`config.mk`:
```
export PLATFORM = sky130hd
export DESIGN_NAME = mul_res_fifo_flat
export DESIGN_NICKNAME = d
export VERILOG_FILES = /design/src/rtl/alu_pkg.sv /design/src/rtl/mul_res_fifo_if.sv /design/src/rtl/mul_res_fifo_mem.sv /design/src/rtl/mul_res_fifo.sv /design/src/flat_wrapper.sv
export SDC_FILE = /design/constraint.sdc
export NUM_CORES = 1
export LEC_CHECK = 0
export CORE_UTILIZATION = 50
export CTS_CLUSTER_SIZE = 24
export DETAILED_ROUTE_END_ITERATION = 8
export PLACE_DENSITY = 0.75
export SYNTH_ARGS = -nofsm -noshare
export SYNTH_HDL_FRONTEND = slang
export SYNTH_HIERARCHICAL = 1
export SYNTH_SLANG_ARGS = --single-unit
```
`constraint.sdc`:
```
create_clock -name clk -period 2.85 [get_ports clk]
set_input_delay 0.57 -clock clk [delete_from_list [all_inputs] [get_ports clk]]
set_output_delay 0.57 -clock clk [all_outputs]
set_load 0.1 [all_outputs]
```
`src/rtl/alu_pkg.sv`:
```
// Shared definitions for the ALU datapath buffers: the read-phase encoding and
// the pointer-width derivation used by the result FIFO and the operand FIFOs.
package alu_pkg;

    typedef enum logic {
        PH_LOW  = 1'b0,
        PH_HIGH = 1'b1
    } phase_e;

    // One extra MSB above the address bits lets full and empty be told apart.
    function automatic int ptr_size(input int depth);
        return $clog2(depth) + 1;
    endfunction

endpackage

```
`src/rtl/mul_res_fifo_if.sv`:
```
// Handshake bundle between the multiplier, the result buffer and the consumer.
// slave = the buffer itself, master = whoever drives products and accepts halves.
interface mul_res_fifo_if
    import alu_pkg::*;
#(
    parameter int DATA_SIZE = 8,
    parameter int DEPTH     = 4,
    parameter int PTR_SIZE  = ptr_size(DEPTH)
) ();

    logic [2*DATA_SIZE-1:0] res_in;
    logic                   valid_in;
    logic                   ready_out;
    logic [DATA_SIZE-1:0]   data_out;
    logic                   half_out;
    logic                   valid_out;
    logic                   ready_in;
    logic [PTR_SIZE-1:0]    count;

    modport slave (
        input  res_in, valid_in, ready_in,
        output ready_out, data_out, half_out, valid_out, count
    );

    modport master (
        output res_in, valid_in, ready_in,
        input  ready_out, data_out, half_out, valid_out, count
    );

endinterface

```
`src/rtl/mul_res_fifo_mem.sv`:
```
// Product storage for the result buffer: one synchronous write port and a
// combinational read port.
module res_fifo_mem #(
    parameter int WIDTH  = 16,
    parameter int DEPTH  = 4,
    parameter int ADDR_W = 2
) (
    input  logic              clk,
    input  logic              i_wr_en,
    input  logic [ADDR_W-1:0] i_wr_addr,
    input  logic [WIDTH-1:0]  i_wr_data,
    input  logic [ADDR_W-1:0] i_rd_addr,
    output logic [WIDTH-1:0]  o_rd_data
);

    logic [WIDTH-1:0] r_mem [DEPTH];

    // NOTE: storage has no reset; validity is tracked entirely by the pointers,
    // so clearing the array would only cost reset fan-out.
    always_ff @(posedge clk) begin
        if (i_wr_en) begin
            r_mem[i_wr_addr] <= i_wr_data;
        end
    end

    assign o_rd_data = r_mem[i_rd_addr];

endmodule

```
`src/rtl/mul_res_fifo.sv`:
```
// Result buffer after the sequential multiplier: stores full-width products and
// hands each one to the consumer as a low half followed by a high half.
module mul_res_fifo
    import alu_pkg::*;
#(
    parameter int DATA_SIZE = 8,
    parameter int DEPTH     = 4,
    parameter int PTR_SIZE  = ptr_size(DEPTH)
) (
    input  logic           clk,
    input  logic           rst_n,
    mul_res_fifo_if.slave  bus
);

    localparam int ADDR_W = PTR_SIZE - 1;

    logic [PTR_SIZE-1:0]    r_wr_ptr;
    logic [PTR_SIZE-1:0]    r_rd_ptr;
    phase_e                 r_phase;
    phase_e                 w_phase_nxt;
    logic [PTR_SIZE-1:0]    w_count;
    logic                   w_empty;
    logic                   w_full;
    logic                   w_push;
    logic                   w_half_pop;
    logic                   w_free;
    logic [2*DATA_SIZE-1:0] w_rd_word;

    assign w_count = r_wr_ptr - r_rd_ptr;
    assign w_empty = (r_wr_ptr == r_rd_ptr);
    assign w_full  = (r_wr_ptr[ADDR_W-1:0] == r_rd_ptr[ADDR_W-1:0]) &&
                     (r_wr_ptr[PTR_SIZE-1] != r_rd_ptr[PTR_SIZE-1]);

    // Flags come from registered pointers only, so a pop never opens room for
    // a push in the same cycle and a push is never visible the cycle it lands.
    assign w_push     = bus.valid_in & ~w_full;
    assign w_half_pop = ~w_empty & bus.ready_in;
    assign w_free     = w_half_pop & (r_phase == PH_HIGH);

    // NOTE: sequential state uses non-blocking assignments so every flop samples
    // pre-edge values regardless of process ordering.
    always_ff @(posedge clk) begin
        if (!rst_n) begin
            r_wr_ptr <= '0;
            r_rd_ptr <= '0;
        end else begin
            if (w_push) begin
                r_wr_ptr <= r_wr_ptr + PTR_SIZE'(1);
            end
            if (w_free) begin
                r_rd_ptr <= r_rd_ptr + PTR_SIZE'(1);
            end
        end
    end

    always_ff @(posedge clk) begin
        if (!rst_n) begin
            r_phase <= PH_LOW;
        end else begin
            r_phase <= w_phase_nxt;
        end
    end

    // NOTE: the default comes first so no path through this block infers a latch.
    always_comb begin
        w_phase_nxt = r_phase;
        if (w_half_pop) begin
            w_phase_nxt = (r_phase == PH_LOW) ? PH_HIGH : PH_LOW;
        end
    end

    res_fifo_mem #(
        .WIDTH  (2 * DATA_SIZE),
        .DEPTH  (DEPTH),
        .ADDR_W (ADDR_W)
    ) u_mem (
        .clk       (clk),
        .i_wr_en   (w_push),
        .i_wr_addr (r_wr_ptr[ADDR_W-1:0]),
        .i_wr_data (bus.res_in),
        .i_rd_addr (r_rd_ptr[ADDR_W-1:0]),
        .o_rd_data (w_rd_word)
    );

    always_comb begin
        bus.data_out = '0;
        if (!w_empty) begin
            bus.data_out = (r_phase == PH_HIGH) ? w_rd_word[2*DATA_SIZE-1:DATA_SIZE]
                                                : w_rd_word[DATA_SIZE-1:0];
        end
    end

    assign bus.half_out  = r_phase;
    assign bus.valid_out = ~w_empty;
    assign bus.ready_out = ~w_full;
    assign bus.count     = w_count;

endmodule

```
`src/flat_wrapper.sv`:
```
// flat-port wrapper written by rule: the top's interface ports become plain ports
module mul_res_fifo_flat import alu_pkg::*;
#(
    parameter int DATA_SIZE = 8,
    parameter int DEPTH     = 4,
    parameter int PTR_SIZE  = ptr_size(DEPTH)
)
  (clk, rst_n, bus_res_in, bus_valid_in, bus_ready_in, bus_ready_out, bus_data_out, bus_half_out, bus_valid_out, bus_count);
  mul_res_fifo_if #(.DATA_SIZE(DATA_SIZE), .DEPTH(DEPTH), .PTR_SIZE(PTR_SIZE)) bus_i ();
  input  logic clk;
  input  logic rst_n;
  input wire logic [$bits(bus_i.res_in)-1:0] bus_res_in;
  input wire logic [$bits(bus_i.valid_in)-1:0] bus_valid_in;
  input wire logic [$bits(bus_i.ready_in)-1:0] bus_ready_in;
  output wire logic [$bits(bus_i.ready_out)-1:0] bus_ready_out;
  output wire logic [$bits(bus_i.data_out)-1:0] bus_data_out;
  output wire logic [$bits(bus_i.half_out)-1:0] bus_half_out;
  output wire logic [$bits(bus_i.valid_out)-1:0] bus_valid_out;
  output wire logic [$bits(bus_i.count)-1:0] bus_count;
  assign bus_i.res_in = bus_res_in;
  assign bus_i.valid_in = bus_valid_in;
  assign bus_i.ready_in = bus_ready_in;
  assign bus_ready_out = bus_i.ready_out;
  assign bus_data_out = bus_i.data_out;
  assign bus_half_out = bus_i.half_out;
  assign bus_valid_out = bus_i.valid_out;
  assign bus_count = bus_i.count;
  mul_res_fifo #(.DATA_SIZE(DATA_SIZE), .DEPTH(DEPTH), .PTR_SIZE(PTR_SIZE)) u_core (.clk(clk), .rst_n(rst_n), .bus(bus_i));
endmodule
```
==> flow_summary.yaml, run 1 <==
min_path:
  hold_start: "u_core/r_wr_ptr[0]$_SDFFE_PN0P_"
  hp-class: "reg -> reg"
  min_delay_path_depth: 2
  hold_end: "u_core/r_wr_ptr[0]$_SDFFE_PN0P_"
timing:
  hold_viol: 0
  setup_tns_ps: 0
  setup_violations: 0
  worst_pin_slew_ps: 749
  setup_ws_ps: 111
  finalCriticalPeriod_ps: 2740
  fmax_ghz: 0.365
  skew_ps: 8.57
  final-max-slew-violation-count: 0
  fin_crit_sh_pct: 96.1
  slew_headroom_pct: 50.0
  rsz0062_at_grt: "no"
layout:
  multi_input_area_um2: 868
  fillers: 360
  regArea_um2: 2060
  nets: 231
  diodes: 0
  post-route-util_pct: 67.4
  layoutNonFillerInstCount: 283
  drive_above_1_share_pct: 28.9
  area_growth_pct: 27.6
worst_setup_path:
  rr_worst_depth: 6
  crit_required_ps: 2280
  critical_path_class: "reg -> out"
  crit_fanout: 9
  r2r_end: "u_core/u_mem/r_mem[0][5]$_DFFE_PP_"
  cp-start-kind: "register"
  cp-end-kind: "output pin"
  critical_path_arrival_ps: 2170
  rr_startpoint: "u_core/r_wr_ptr[0]$_SDFFE_PN0P_"
  r2r_setup_slack_ps: 920
clocking:
  ctsHoldBuffers: 0
  clkTransAtPathRegs_ps: 70
  cts.sinks: 71
  cts_buffer_depth: 2
  cts_made_buffers: 9
  cts_tree: "done"
  insertion_delay_ps: 340
  h-tree-depth: 3
  cts-root-buf: "clkbuf_8"
synth:
  ys_seq_elements: 71
  yosysSeqAreaShare_pct: 69.2
  syn_area_per_cell_um2: 18.5
  ys_types: 30
  synthArstFlopShare_pct: 0
  yosysMostFrequentCell: "edfxtp_1"
  synth_top_flop_cell: "edfxtp_1"
  synth_top_cell_by_area: "edfxtp_1"
  ys_warn_count: 6
  syn_area_um2: 2980
  synthesis.nets: 186
  synth_area_leaders: "edfxtp_1 (64%), mux4_2 (7.6%), mux4_1 (5.3%)"
  synth_edf_count: 64
  synth_commonest_cells: "edfxtp_1 (64), mux2i_1 (14), nand2_1 (11)"
  syn_inst: 161
  post-synth-top-area-fraction_pct: 64.5
job:
  cap_violations: 0
detailed_routing:
  postRouteAntennaNets: 0
  wirelength_um: 5300
  vias: 1575
  dr.pass1.iters: 4
  wl_per_cell_um: 18.7
  vias_per_cell: 5.57
  drc: 0
  drt_iter0_markers: 121
placed_design:
  dp_hpwl_um: 3410
  port_buffers: 33
  dpl_worst_slack_ps: 289
  gp_congestion: 0.784
  place_inst: 267
floorplan:
  row_count: 27
  initial_utilization_pct: 52.8
  die_area_um2: 6280
  io_pins: 34
  core_area_um2: 5640
  die-width_um: 79.2
  die_h_um: 79.2
global_routing:
  antenna_found_initial: 0
  grt_pass1_wl_um: 8420
  overflow: 0
  grt_max_degree: 20
  grt_util_all_layers_pct: 19.3
  grt_pass1_vias: 1684
run_status:
  outcome: "finished clean"
power_and_ir_drop:
  finalPower_uw: 3170
  cellLeakagePower_uw: 0.00134
  vdd_drop_max_uv: 534
  powerDensity_nw_per_um2: 833
worst max-delay path by stage:
stage | start | cells past startpoint | end
after global placement | u_core/r_wr_ptr[0]$_SDFFE_PN0P_ | 6 | bus_valid_out
after detailed placement | u_core/r_wr_ptr[0]$_SDFFE_PN0P_ | 6 | bus_valid_out
after CTS | u_core/r_wr_ptr[0]$_SDFFE_PN0P_ | 6 | bus_data_out[0]
after global routing | u_core/r_wr_ptr[0]$_SDFFE_PN0P_ | 6 | bus_valid_out
final | u_core/r_wr_ptr[0]$_SDFFE_PN0P_ | 6 | bus_data_out[0]
after floorplan | u_core/bus.half_out$_SDFFE_PN0P_ | 3 | bus_data_out[0]
cell type report:
type | count | share of cell area [%]
Timing Repair Buffer | 41 | 13.6
Clock buffer | 10 | 3.35
Sequential cell | 71 | 54.2
Clock inverter | 6 | 2.86
Multi-Input combinational cell | 75 | 22.8
Tap cell | 72 | 2.37
Inverter | 8 | 0.789
worst max-delay path: stages, from the launching register on:
cell and delay (ps):
dfxtp_1 440, inv_1 100, ha_1 330, and2_1 220, and2_2 330, nor2_2 220
buf_12 200
cell usage in the layout, fill, tap and decap left out, drive strengths merged, types with 2 or more instances in the layout:
| master | Yosys | final |
|---|---|---|
| edfxtp | 64 | 64 |
| buf | 6 | 22 |
| clkdlybuf4s50 | 0 | 19 |
| mux4 | 16 | 16 |
| mux2i | 14 | 14 |
| nand2 | 11 | 11 |
| clkbuf | 1 | 10 |
| inv | 8 | 8 |
| nor2 | 8 | 8 |
| dfxtp | 7 | 7 |
| ha | 4 | 4 |
| nand2b | 4 | 4 |
| bufinv | 0 | 3 |
| clkinv | 0 | 3 |
| xnor2 | 2 | 2 |
| a21oi | 2 | 2 |
| and3b | 2 | 2 |
| and2 | 2 | 2 |
what timing repair did:
action | CTS | global route
endpoints found under the setup margin | 9 | 0
buffers inserted | 0 | 0
resized for setup | 1 | 0
kinds of logic after synthesis:
group | after synthesis | share of synthesized area [%]
AOI/OAI and AO/OA | 6 | 1.64
xor gates and xnor gates | 2 | 0.839
adders and majority gates | 5 | 2.35
buffers and inverters | 15 | 2.85
DFF | 71 | 69.2
muxes | 30 | 17.5
and+or+nand+nor | 32 | 5.62
registers in the layout, summed over array words and instances (netlist names):
register             flops
u_core/r_rd_ptr          3
u_core/bus.half_out      1
u_core/u_mem/r_mem      64
u_core/r_wr_ptr          3
where the power goes:
part / switching, uW / internal [uW] / leakage (uW)
registers: 44.7 / 1220 / 0.000644
clock network: 352 / 580 / 0.000120
logic: 624 / 352 / 0.000574
total: 1020 / 2150 / 0.00134
stage by stage:
step	hold slack [ps]	cell area, um2
2_1_floorplan	487	3010
3_3_place_gp	505	3570
3_5_place_dp	542	3570
4_1_cts	551	3800
5_1_grt	576	3800
6_report	561	3800
routing by layer:
layer	wire length (um)	GRT usage (%)	share of wire, %	vias to the layer above
met1	2100	22.4	40	792
met3	254	5.29	4.8	13
li1	-	-	-	721
met5	0	0	0	-
met4	130	10.0	2.5	0
met2	2820	32.8	53	49
Power figures use the tool's default switching activity.
==> inputs of run 2 (changes only) <==
--- a/config.mk
+++ b/config.mk
@@ -8,6 +8,7 @@
 export CORE_UTILIZATION = 50
 export CTS_CLUSTER_SIZE = 24
 export DETAILED_ROUTE_END_ITERATION = 8
+export MAX_ROUTING_LAYER = met4
 export PLACE_DENSITY = 0.75
 export SYNTH_ARGS = -nofsm -noshare
 export SYNTH_HDL_FRONTEND = slang
==> run 2 against run 1 <==
Compared with the run above:
- clock skew is essentially flat
- routed wire length grew 0.34%
- via count shrank 0.57%
- total power grew 0.16%
- utilization is essentially flat
- setup slack gained 100 ps
- largest cell class unchanged
- largest power group unchanged
==> flow_summary.yaml, run 2 (synthesis gave the netlist of run 1 again) <==
clocking:
  cts_tree: "done"
  clkTransAtPathRegs_ps: 70
  insertion_delay_ps: 340
  cts_made_buffers: 9
  cts_buffer_depth: 2
  cts_setup_buffers: 0
  ctsHoldBuffers: 0
  cts.sinks: 71
  h-tree-depth: 3
  cts-root-buf: "clkbuf_8"
layout:
  nets: 231
  regMostFlops: "u_core/u_mem/r_mem"
  area_growth_pct: 27.7
  regArea_um2: 2060
  multi_input_area_um2: 870
  final_common_cell: "edfxtp_1"
  diodes: 0
  post-route-util_pct: 67.5
  largest_reg_flops: 64
  fillers: 361
  drive_above_1_share_pct: 28.9
  final_cell_mix: "edfxtp_1 (64), clkdlybuf4s50_1 (19), mux2i_1 (14)"
  layoutNonFillerInstCount: 283
  top_regs: "u_core/u_mem/r_mem (64), u_core/r_rd_ptr (3), u_core/r_wr_ptr (3)"
worst_setup_path:
  crit_chain: "inv_1 > ha_1 > and2_1 > and2_4 > nor2_2 > buf_12"
  cp_slowest_cell: "dfxtp_1"
  critical_path_arrival_ps: 2070
  crit_required_ps: 2280
  cp-start-kind: "register"
  rr_worst_depth: 6
  r2r_setup_slack_ps: 910
  critical_path_class: "reg -> out"
  r2r_end: "u_core/u_mem/r_mem[0][5]$_DFFE_PP_"
  cp-end-kind: "output pin"
  rr_startpoint: "u_core/r_wr_ptr[0]$_SDFFE_PN0P_"
  cpPeakStageDelay_ps: 440
  crit_fanout: 9
  critical_path.startpoint: "u_core/r_wr_ptr[0]$_SDFFE_PN0P_"
job:
  cap_violations: 0
detailed_routing:
  drt_iter0_markers: 144
  dr.pass1.iters: 4
  wirelength_um: 5320
  postRouteAntennaNets: 0
  vias_per_cell: 5.53
  wl_per_cell_um: 18.8
  vias: 1566
  drc: 0
timing:
  worst_pin_slew_ps: 757
  finalCriticalPeriod_ps: 2640
  setup_tns_ps: 0
  hold_viol: 0
  setup_violations: 0
  slew_headroom_pct: 49.5
  holdWs_ps: 561
  fin_crit_sh_pct: 92.5
  fmax_ghz: 0.379
  skew_ps: 8.74
  rsz0062_at_grt: "no"
  final-max-slew-violation-count: 0
floorplan:
  die_h_um: 79.2
  initial_utilization_pct: 52.8
  io_pins: 34
  die_area_um2: 6280
  die-width_um: 79.2
  row_count: 27
  core_area_um2: 5640
global_routing:
  grt_pass1_vias: 1686
  antenna_found_initial: 0
  overflow: 0
  grt_pass1_wl_um: 8420
  grt_util_all_layers_pct: 19.9
  grt_max_degree: 20
placed_design:
  place_inst: 267
  port_buffers: 33
  gp_congestion: 0.795
  dp_hpwl_um: 3410
power_and_ir_drop:
  vdd_drop_max_uv: 534
  powerDensity_nw_per_um2: 834
  cellLeakagePower_uw: 0.00134
min_path:
  hold_end: "u_core/r_wr_ptr[0]$_SDFFE_PN0P_"
  min_delay_path_depth: 2
  hold_start: "u_core/r_wr_ptr[0]$_SDFFE_PN0P_"
  hp-class: "reg -> reg"
run_status:
  outcome: "finished clean"
==> run 2: changes by cell type in the layout (fill, tap and decap cells not counted) <==
cell | previous run | this run
and2_2 | 1 | 0
and2_4 | 0 | 1
==> run 2: timing repair <==
| item | in CTS | in global routing |
|---|---|---|
| resized for setup | 1 | 1 |
| endpoints found under the setup margin | 9 | 2 |
| hold endpoints to repair | 0 | 0 |
==> run 2: report_power, final <==
part | internal, uW | switching [uW]
logic | 356 | 625
registers | 1220 | 44.7
clock network | 580 | 351
total | 2150 | 1020
==> run 2: stage by stage <==
stage / setup WS (ps) / total power [uW] / instance area (um2)
after CTS: 106 / 3190 / 3800
after global placement: 387 / 2240 / 3570
after global routing: 107 / 3270 / 3810
final: 214 / 3170 / 3810
after floorplan: 30.2 / 1910 / 3010
after detailed placement: 289 / 2260 / 3570
==> run 2: cell type report <==
cell class,count,share of cell area [%]
Clock buffer,10,3.35
Sequential cell,71,54.2
Inverter,8,0.789
Tap cell,72,2.37
Multi-Input combinational cell,75,22.8
Clock inverter,6,2.86
Timing Repair Buffer,41,13.6
==> run 2: worst max-delay path, delay by kind of cell, from the launching register on <==
family	cells	cell delay, ps
adders and majority gates	1	330
buffers and inverters	2	300
DFF	1	440
and+or+nand+nor	3	660
==> run 2: worst max-delay path by stage <==
| stage | endpoint | slack (ps) |
|---|---|---|
| 2_1_floorplan | bus_data_out[0] | 30 |
| 3_3_place_gp | bus_valid_out | 390 |
| 3_5_place_dp | bus_valid_out | 290 |
| 4_1_cts | bus_data_out[0] | 110 |
| 5_1_grt | bus_data_out[0] | 110 |
| 6_report | bus_data_out[0] | 210 |
==> run 2: per-layer routing <==
metal	share of wire, %	track usage (%)	up-vias
li1	-	-	718
met1	39	22.5	788
met2	54	32.8	50
met3	4.8	6.21	10
met4	2.2	8.36	0
met5	0	-	-
